**config.mk**
```make
export PLATFORM = sky130hd
export DESIGN_NAME = ahb_decoder_param
export DESIGN_NICKNAME = d
export VERILOG_FILES = /design/src/rtl/ahb_decoder_param.sv
export SDC_FILE = /design/constraint.sdc
export NUM_CORES = 1
export LEC_CHECK = 0
export CAP_MARGIN = 20
export CORE_MARGIN = 4
export CORE_UTILIZATION = 22
export CTS_BUF_LIST = sky130_fd_sc_hd__clkbuf_4 sky130_fd_sc_hd__clkbuf_8 sky130_fd_sc_hd__clkbuf_16
export CTS_CLUSTER_DIAMETER = 100
export CTS_CLUSTER_SIZE = 12
export DETAILED_ROUTE_END_ITERATION = 16
export PLACE_DENSITY = 0.72
export SETUP_SLACK_MARGIN = 0.2
export SLEW_MARGIN = 20
export SYNTH_ARGS = -nofsm -noshare
export SYNTH_HDL_FRONTEND = slang
export SYNTH_SLANG_ARGS = --single-unit
```
**constraint.sdc**
```tcl
create_clock -name HCLK -period 1 [get_ports HCLK]
set_input_delay 0.15 -clock HCLK [delete_from_list [all_inputs] [get_ports HCLK]]
set_output_delay 0.15 -clock HCLK [all_outputs]
set_load 0.01 [all_outputs]
```
**src/rtl/ahb_decoder_param.sv**
```systemverilog
// Parametrised AHB address decoder: one-hot slave select over NUM_SLAVES equal
// regions from address 0, a registered data-phase select, and a built-in default slave.
module ahb_decoder_param #(
    parameter int ADDR_W      = 32,
    parameter int NUM_SLAVES  = 3,
    parameter int REGION_LOG2 = 24
) (
    input  logic                  HCLK,
    input  logic                  HRESETn,
    input  logic [ADDR_W-1:0]     HADDR,
    input  logic [1:0]            HTRANS,
    input  logic                  HREADY,
    output logic [NUM_SLAVES-1:0] HSEL,
    output logic                  HSEL_Default,
    output logic [NUM_SLAVES-1:0] HSEL_D,
    output logic                  HSEL_D_Default,
    output logic                  DEF_HREADYOUT,
    output logic [1:0]            DEF_HRESP
);

    localparam logic [1:0] RESP_OKAY  = 2'b00;
    localparam logic [1:0] RESP_ERROR = 2'b01;

    typedef enum logic [1:0] {
        ST_IDLE = 2'b00,
        ST_ERR1 = 2'b01,
        ST_ERR2 = 2'b10
    } state_t;

    state_t            state;
    logic [ADDR_W-1:0] idx;
    logic              err_req;
    logic              unused_htrans0;

    // Full-width compare so set bits above the index never alias onto a slave.
    assign idx = HADDR >> REGION_LOG2;

    always_comb begin
        HSEL = '0;
        for (int i = 0; i < NUM_SLAVES; i++) begin
            if (idx == ADDR_W'(i)) begin
                HSEL[i] = 1'b1;
            end
        end
        if (!HRESETn) begin
            HSEL = '0;
        end
    end

    assign HSEL_Default   = ~|HSEL;
    assign err_req        = HREADY & HSEL_Default & HTRANS[1];
    assign unused_htrans0 = HTRANS[0];

    always_ff @(posedge HCLK) begin
        if (!HRESETn) begin
            HSEL_D         <= '0;
            HSEL_D_Default <= 1'b1;
        end else if (HREADY) begin
            HSEL_D         <= HSEL;
            HSEL_D_Default <= HSEL_Default;
        end
    end

    // Default slave: ERR1 (wait, ERROR) then ERR2 (ready, ERROR); outputs registered.
    always_ff @(posedge HCLK) begin
        if (!HRESETn) begin
            state         <= ST_IDLE;
            DEF_HREADYOUT <= 1'b1;
            DEF_HRESP     <= RESP_OKAY;
        end else begin
            case (state)
                ST_ERR1: begin
                    state         <= ST_ERR2;
                    DEF_HREADYOUT <= 1'b1;
                    DEF_HRESP     <= RESP_ERROR;
                end
                default: begin
                    if (err_req) begin
                        state         <= ST_ERR1;
                        DEF_HREADYOUT <= 1'b0;
                        DEF_HRESP     <= RESP_ERROR;
                    end else begin
                        state         <= ST_IDLE;
                        DEF_HREADYOUT <= 1'b1;
                        DEF_HRESP     <= RESP_OKAY;
                    end
                end
            endcase
        end
    end

endmodule

```
-- Word level (Yosys, flattened, before mapping)
Cells that the tools add are included.
- memory bits (writable): 0
- word-level logic and storage cells: 25
- register bits after elaboration: 9
- output and inout port bits: 11
- memories: 0
- bits in latches: 0
- input port bits: 37
- ROM bits: 0
- muxes and demuxes: 8
- magnitude comparators: 0
- reductions and logical operators: 4
- shifts and indexed selects: 0
- $add $sub $neg: 0
- div/mod/pow operators: 0
- multipliers: 0
- bitwise gates (word level): 3
- eq/ne operators: 3
- operator list (operator ; number):
    logical NOT 32 bit ; 1
    equality test 8 x 1 -> 1 bit, second input constant ; 1
    equality test 8 x 2 -> 1 bit, second input constant ; 1
    two-way mux 1 bit ; 6
    two-way mux 3 bit ; 1
    OR reduction 3 bit ; 1
    AND 1 bit ; 2
    equality test 2 x 1 -> 1 bit, second input constant ; 1
    two-way mux 2 bit ; 1
    OR reduction 2 bit ; 1
    logical NOT 1 bit ; 1
    inverter 1 bit ; 1

-- Longest topological paths before layout
- depth after elaboration: 9
- depth in mapped cells: 4
- depth with buffers taken out: 3

-- Worst setup path before layout
OpenSTA, ideal clock, no wires.
- path kind: input to output
- start point: input HRESETn
- end point: output HSEL[1]
- arrival: 972 ps
- setup slack: -122 ps
- cell stages on the path: 4
- data required time: 850 ps
- path buffers: 1
- cell sequence: buf_6 -> nor4b_4 -> nand2_2 -> nor3b_1
- word-level cells in the longest chain between the ends: 1
- ends and longest elaborated chain (item ; line ; text):
    start, declared ; 9 ; input logic HRESETn,
    two-way mux 3 bit ; 45 ; if (!HRESETn) begin
    end, declared ; 13 ; output logic [NUM_SLAVES-1:0] HSEL,
Every way passes these cells.

-- Worst setup path in the final report
- start point: input HADDR[26]
- end point: output HSEL[2]
- word-level cells in the longest chain between the ends: 3
- ends and longest elaborated chain (item ; line ; text):
    start, declared ; 10 ; input logic [ADDR_W-1:0] HADDR,
    equality test 8 x 2 -> 1 bit ; 41 ; if (idx == ADDR_W'(i)) begin
    two-way mux 1 bit ; 41 ;
    two-way mux 3 bit ; 45 ;
Every way passes these cells.

==> impl_metrics.tcl <==
set metrics [dict create \
    regArea_um2 165.2 \
    ys_seq_area_share_pct 41.03 \
    nFillCells 151 \
    grt_antenna_before_repair 0 \
    dp_hpwl_um 872.2 \
    worst_hold_slack_ps 221.4 \
    cts_sinks 8 \
    setup_violations 5 \
    grt_first_pass_wirelength_um 1628 \
    via_per_inst 4.175 \
    pre_cts_ws_ps -938.7 \
    tns_ps -526.9 \
    irDropWorstVdd_uv 425.1 \
    crit_family "simple AND/OR/NAND/NOR gates" \
    tritoncts "built" \
    dr.pass1.iters 2 \
    synth_cell_type_count 24 \
    num_antenna_cells 0 \
    multi_input_area_um2 260.3 \
    die_h_um 50.13 \
    layout-drive-gt1-share_pct 68.35 \
    fin_util_pct 49.76 \
    grt_max_degree 10 \
    coreArea_um2 1594 \
    routed_wl_um 1133 \
    fin_crit_sh_pct 117.2 \
    end_kind "primary output" \
    synth_edf_count 0 \
    syn_nets 78 \
    ys_dominant_reg_cell "dfxtp_1" \
    async_flop_share_pct 0 \
    die_w_um 50.13 \
    htreeDepth 1 \
    num_io_pins 48 \
    num_rows 14 \
    port_buffers 21 \
    initial_core_util_pct 24.49 \
    syn_area_um2 390.4 \
    clock_latency_ps 260 \
    drt_iter0_drc 7 \
    netlist_instances 41 \
    syn_avg_cell_area_um2 9.521 \
    vias 430 \
    fin_skew_ps 13.49 \
    yosys_warnings 0 \
    grt_overflow_total 0 \
    drv_cap 0 \
    cp_cell_sequence "buf_6, nor4b_4, nand2_2, nor3_2, buf_2" \
    nNetsFinal 118 \
    place_inst 94 \
    crit_arrival_ps 1020 \
    hold_class "input port to register" \
    worst_ep_required_time_ps 850 \
    slowest_stage "nor4b_4" \
    cpPeakStageDelay_ps 290 \
    gr-usage-all-layers_pct 8.561 \
    cts_buffers 3 \
    report.final.hold_viol_count 0 \
    wl_per_cell_um 11.00 \
    yosysMostFrequentCell "dfxtp_1" \
    cp-start-kind "input port" \
    finalWorstSetupSlack_ps -172.0 \
    fin_cells 103 \
    clock_path_buffers 2 \
    path_class "input port to primary output" \
    drc_errors 0 \
    grt_pass1_vias 414 \
    rsz0062_at_grt "true" \
    status "finished, violations left" \
    root_buffer "clkbuf_4" \
    synth_common_cells "8 x dfxtp_1, 4 x nor2_1, 3 x nand3b_1, 3 x o21ai_0" \
    p_leak_nw 0.3772 \
    cp_max_fo 4 \
    fmax_mhz 853.2 \
    critPathBufInv 2 \
    die_area_um2 2513 \
    ys_ff_latch 8 \
    fin_crit_ps 1172 \
    synth_top_area_share_pct 41.03 \
    ant_nets 0 \
    path_clk_slew_ps 60 \
    yosysTopAreaCell "dfxtp_1" \
    drv_slew 0 \
    violations "negative setup slack" \
    finalWeightedCongestion 0.7414 \
    pwr_density_cell_nw_per_um2 906.0 \
    synth_area_leaders "dfxtp_1 41%, nor4b_4 6.1%, nand3b_1 5.8%, o41ai_2 4.2%, o21ai_0 3.8%" \
    syn_to_final_growth_pct 103.2 \
]
## per-layer routing
layer  GRT usage [%]  vias up  share of wire (%)  routed length [um]
met5               0        -                  0                   0
met4           2.765        0                  0                   0
met3           3.916        0                7.2                  82
met2           16.30       15                 53                 596
met1           7.928      193                 40                 454
li1                -      222                  -                   -
## cells in the final DEF, fill, tap and decap left out, types with 2 or more instances in the layout
cell           instances
nand3b_1               3
buf_2                  8
nand3_1                2
nor3_2                 2
clkbuf_2               2
clkbuf_4               3
dfxtp_2                4
dlygate4sd2_1          3
nand2_1                2
dfxtp_1                4
buf_6                 12
nor2_1                 3
buf_4                 12
## repair_timing
| item | in CTS | in global routing |
|---|---|---|
| setup buffers | 4 | 2 |
| gates resized for setup | 85 | 9 |
| pin swaps | 6 | 3 |
| endpoints found under the setup margin | 17 | 17 |
| cloned | 0 | 0 |
| hold buffers | 0 | 0 |
## tightest hold or removal path: cells and delay by family
family                 cells  cell delay, ps
buffers and inverters      2             240
AO/OA/AOI/OAI              1              60
## area by class of cell
cell class | instances | share of cell area (%)
clock buffer | 3 | 2.839
multi-input combinational | 29 | 32.81
tap | 24 | 3.785
timing repair buffer | 38 | 39.27
sequential | 8 | 20.82
inverter | 1 | 0.4732
## state kept, by name (all words and copies together) (netlist names)
signal,cells
DEF_HREADYOUT,1
DEF_HRESP,1
HSEL_D,3
HSEL_D_Default,1
state,2
## report_power, final
group          leakage (nW)  switching (W)  internal [W]
combinational         0.297      0.0000618     0.0000720
clock                0.0138       0.000120      0.000138
sequential           0.0661     0.00000133      0.000326
total                 0.377       0.000183      0.000536
## final timing paths
check                                     from              to  slack (ps)  cells past startpoint
worst max register to register        state[0]    DEF_HRESP[0]          90                      3
worst min-delay path                   HRESETn  HSEL_D_Default         220                      3
worst min register to register  HSEL_D_Default  HSEL_D_Default         520                      2
worst max-delay path                 HADDR[26]         HSEL[2]        -170                      5
## metrics by stage
step | power [W] | instance area [um2]
final | 0.0007187 | 793.3
after global routing | 0.0007511 | 793.3
after CTS | 0.0007230 | 779.5
after detailed placement | 0.0004650 | 711.9
after global placement | 0.0004624 | 711.9
after floorplan | 0.0003808 | 415.4
## logic make-up (layout without fill, tap and decap cells)
group                  Yosys count  count (layout)  synth area share (%)
AO/OA/AOI/OAI                    5               5                 10.58
buffers and inverters            4              42                 6.729
flip-flops                       8               8                 41.02
other                            1               1                0.9606
AND/OR/NAND/NOR                 23              23                 40.71
Note: power is estimated with default switching activity, not from simulation.
==> RTL edit 1, RTL diff (config.mk and constraints unchanged) <==
The parameter `REGION_LOG2` goes from 24 to 16.
--- a/src/rtl/ahb_decoder_param.sv
+++ b/src/rtl/ahb_decoder_param.sv
@@ -3,7 +3,7 @@
 module ahb_decoder_param #(
     parameter int ADDR_W      = 32,
     parameter int NUM_SLAVES  = 3,
-    parameter int REGION_LOG2 = 24
+    parameter int REGION_LOG2 = 16
 ) (
     input  logic                  HCLK,
     input  logic                  HRESETn,
Function: changed (Yosys sat finds a counterexample within 4 cycles, from zero or initial values and one cycle with HRESETn low).
==> RTL edit 1 against the unedited design <==
  * The flow still finishes with violations (negative setup slack)
  * Global-route usage increased by 2.4 points
  * Final cell count increased by 3.9%
  * Hold slack improved by 2.7 ps
  * Sequential cell count unchanged
  * Design area increased by 14%
  * Setup slack got worse by 160 ps
  * Register-to-register slack improved by 140 ps
  * Area after synthesis increased by 13%
  * Maximum frequency decreased by 12%
  * Clock skew decreased by 1.7 ps
  * Power increased by 3.5%
  * Wire length increased by 19%
  * Utilization increased by 0.37 points
  * Largest cell class is now multi-input combinational cells
  * Largest power group unchanged
==> RTL edit 1: results (changes against the unedited design) <==
metric,value,unit,change
nFillCells,176,,+17%
seqPwrFrac,0.441,,-0.014
run_status,"finished, violations left",,
ir_worst_vdd,0.000394,V,-7.4%
grtUsageMet1,0.107,,+0.0279
max_stage_delay,320,ps,+30 ps
globalRouteMet2Util,0.192,,+0.0291
syn_inst,42,,+2.4%
cts_made_buffers,3,,unchanged
hold_path_class,in2reg,,
skew,11.8,ps,-1.73 ps
synthTopCellsByArea,"dfxtp_1 (36%), nor4_4 (9.7%), nand4_4 (4.8%)",,
port_buffers,29,,+38%
layout-drive-gt1-share,0.695,,+0.0116
comb_power_share,0.219,,+0.033
syn_nets,79,,+1.3%
drt_pass1_iterations,4,,+2
wl_met1,446,um,-1.8%
violations,negative setup slack,,
detailed_place.area,830,um2,+17%
grt_max_degree,9,,-1
dr_total_vias,460,,+7.0%
cts-resized-gates,116,,+36%
dp_hpwl,1030,um,+18%
crit_arrival,1180,ps,+160 ps
startpoint,HADDR[31],,
yosys_warnings,0,,unchanged
met3_usage,0.0541,,+0.0150
setup_viol,11,,+6
final_area,903,um2,+14%
track_usage,0.110,,+0.0244
worst_r2r_path_depth,2,,-1
place_congestion,0.719,,-3.0%
synth-main-ff-cell,dfxtp_1,,
setup_tns,-2630,ps,-2100 ps
nets,121,,+2.5%
routed_wirelength,1350,um,+19%
place_ws,-1060,ps,-122 ps
leakagePower,0.387,nW,+2.6%
synth_common_cells,"dfxtp_1 (8), inv_1 (3), nand2_1 (3), o22ai_1 (3)",,
synth-seq-area-share,0.364,,-0.0466
grt_pass1_wl,2180,um,+34%
routed_via_density,4.30,,+3.0%
cts_setup_buffers,3,,-1
dp_cells,101,,+7.4%
wl_met2,663,um,+11%
cp_max_fo,3,,-1
wl_met3,214,um,+160%
dr.max_layer_used,met4,,
grt_pass1_vias,504,,+22%
crit_slowest_cell,nor4_4,,
p_total,744,uW,+3.5%
switching_power,190,uW,+4.0%
r2r-start,state[0],,
fin_ws,-334,ps,-162 ps
initialDrtViolationCount,3,,-4
==> RTL edit 1: cell types whose count changed after synthesis, moves of 2 or more <==
cell	unedited run	this run
o22ai_1	0	3
nor2_1	4	1
nor4_4	0	2
nand3_1	2	0
inv_1	1	3
o21ai_0	3	0
==> RTL edit 1: layout make-up <==
type                            count  area share
Tap cell                           25      0.0346
Multi-Input combinational cell     29       0.380
Inverter                            3      0.0125
Clock buffer                        3      0.0249
Timing Repair Buffer               39       0.364
Sequential cell                     8       0.184
==> RTL edit 1: cells by family (layout without fill, tap and decap cells) <==
| group | Yosys count | in the layout |
|---|---|---|
| AOI/OAI and AO/OA | 5 | 5 |
| other | 1 | 1 |
| and+or+nand+nor | 23 | 23 |
| DFF | 8 | 8 |
| buffers and inverters | 5 | 45 |
==> RTL edit 1: path summary, 6_finish.rpt <==
check / end / slack [ps]
min reg2reg: state[0] / 510
max: HSEL[1] / -330
min: HSEL_D_Default / 220
max reg2reg: DEF_HREADYOUT / 230
==> RTL edit 2, RTL diff (same flow settings) <==
Made on the original files. Make the reset (`HRESETn`) asynchronous in 2 clocked blocks.
--- a/src/rtl/ahb_decoder_param.sv
+++ b/src/rtl/ahb_decoder_param.sv
@@ -51,7 +51,7 @@
     assign err_req        = HREADY & HSEL_Default & HTRANS[1];
     assign unused_htrans0 = HTRANS[0];
 
-    always_ff @(posedge HCLK) begin
+    always_ff @(posedge HCLK or negedge HRESETn) begin
         if (!HRESETn) begin
             HSEL_D         <= '0;
             HSEL_D_Default <= 1'b1;
@@ -62,7 +62,7 @@
     end
 
     // Default slave: ERR1 (wait, ERROR) then ERR2 (ready, ERROR); outputs registered.
-    always_ff @(posedge HCLK) begin
+    always_ff @(posedge HCLK or negedge HRESETn) begin
         if (!HRESETn) begin
             state         <= ST_IDLE;
             DEF_HREADYOUT <= 1'b1;
Behaviour: differs if HRESETn is asserted again (counterexample within 4 cycles, from zero or initial values and one cycle with HRESETn low); with HRESETn held inactive, the same outputs for 10 cycles.
==> RTL edit 2 against the unedited design <==
  * The run still ends with negative setup slack left
  * Critical path type unchanged
  * Highest routed layer is now met4
  * Critical path depth up 1
  * Largest cell class unchanged
  * First-iteration DRC count down 57%
  * Setup slack worse by 15 ps
  * Power up 3.5%
  * Sequential cell count unchanged
  * Area after synthesis down 2.9%
  * Maximum frequency down 1.3%
  * Synthesized cell count down 9.8%
  * Wire length down 6.3%
  * Final cell count down 9.7%
  * Design area up 3.0%
==> RTL edit 2: results (changes against the unedited design) <==
metric,value,unit,change
run_status,"finished, violations left",,
violations,negative setup slack,,
synth_common_cells,"dfrtp_1 (6), nand2_1 (5), inv_1 (3), nor3_1 (3)",,
holdPathEnd,HSEL_D[2],,
synth-seq-area-share,0.535,,+0.124
ys_async_sr_fraction,1.00,,+1.00
swShare,0.243,,-0.0112
place_ws,-916,ps,+22.3 ps
fin_ws,-187,ps,-15.0 ps
track_usage,0.0926,,+0.00697
grt_pass1_wl,1750,um,+7.6%
grt_max_degree,9,,-1
startpoint,HADDR[27],,
initialDrtViolationCount,3,,-4
crit_arrival,1040,ps,+20 ps
layout-drive-gt1-share,0.727,,+0.0437
routed_via_density,4.43,,+6.1%
nFillCells,145,,-4.0%
synthDistinctLibCells,20,,-17%
ir_worst_vdd,0.000252,V,-41%
setup_viol,6,,+1
leakagePower,0.394,nW,+4.6%
grt_pass1_vias,442,,+6.8%
syn_nets,74,,-5.1%
hold_start,HADDR[24],,
holdWs,234,ps,+12.4 ps
place_congestion,0.685,,-7.7%
synthTopCellsByArea,"dfrtp_1 (40%), dfstp_2 (14%), nor4b_4 (6.3%)",,
dp_hpwl,782,um,-10%
## RTL edit 2: critical path: stages
cell and delay (ps):
buf_6 90, nor4b_4 270, buf_4 160, nand2_4 60, nor3b_2 140, buf_2 150
## RTL edit 2: layer usage
layer  vias up  global-route usage  share of wire
met5         -                   0              0
met4         0              0.0553          0.024
met3         3             0.00904          0.075
met2        18               0.192           0.57
met1       187              0.0836           0.33
li1        204                   -              -
## RTL edit 2: power groups by stage
stage	logic, mW	registers, mW	clock network [mW]
after floorplan	0.0372	0.350	0
after global placement	0.135	0.346	0
after detailed placement	0.138	0.347	0
after CTS	0.142	0.343	0.247
after global routing	0.163	0.344	0.279
final	0.151	0.343	0.250
## RTL edit 2: cells by family after synthesis
| group | after synthesis | share of synthesized area |
|---|---|---|
| simple gates | 18 | 0.310 |
| flops | 8 | 0.535 |
| other cells | 1 | 0.00989 |
| compound gates | 5 | 0.0858 |
| buf+inv | 5 | 0.0594 |
## RTL edit 2: area by class of cell
| cell class | count | area (um2) | area share |
|---|---|---|---|
| sequential | 8 | 203 | 0.248 |
| timing repair buffer | 39 | 320 | 0.392 |
| inverter | 3 | 11.3 | 0.0138 |
| clock buffer | 3 | 22.5 | 0.0276 |
| tap | 16 | 20.0 | 0.0245 |
| multi-input combinational | 24 | 240 | 0.294 |
## RTL edit 2: repair_timing
item	CTS	global route
setup endpoints to repair	17	17
cloned	0	0
pin swaps	8	5
hold endpoints to repair	8	0
hold buffers	1	0
setup buffers	5	1
resized for setup	81	14
## RTL edit 2: metrics by stage
stage / utilization / TNS [ps] / instance area (um2) / instances
floorplan: - / 0 / 410 / 37
global placement: 0.456 / -7000 / 711 / 83
detailed placement: 0.456 / -7190 / 711 / 83
CTS: 0.504 / -707 / 786 / 92
global route: 0.524 / -1120 / 817 / 93
finish: 0.524 / -692 / 817 / 93
## RTL edit 2: worst max-delay path by stage
| stage | endpoint | slack, ps | cells past startpoint |
|---|---|---|---|
| 2_1_floorplan | HSEL[1] | 40 | 3 |
| 3_3_place_gp | HSEL[1] | -900 | 5 |
| 3_5_place_dp | HSEL[2] | -920 | 5 |
| 4_1_cts | HSEL[1] | -200 | 6 |
| 5_1_grt | HSEL[2] | -270 | 6 |
| 6_report | HSEL[2] | -190 | 6 |
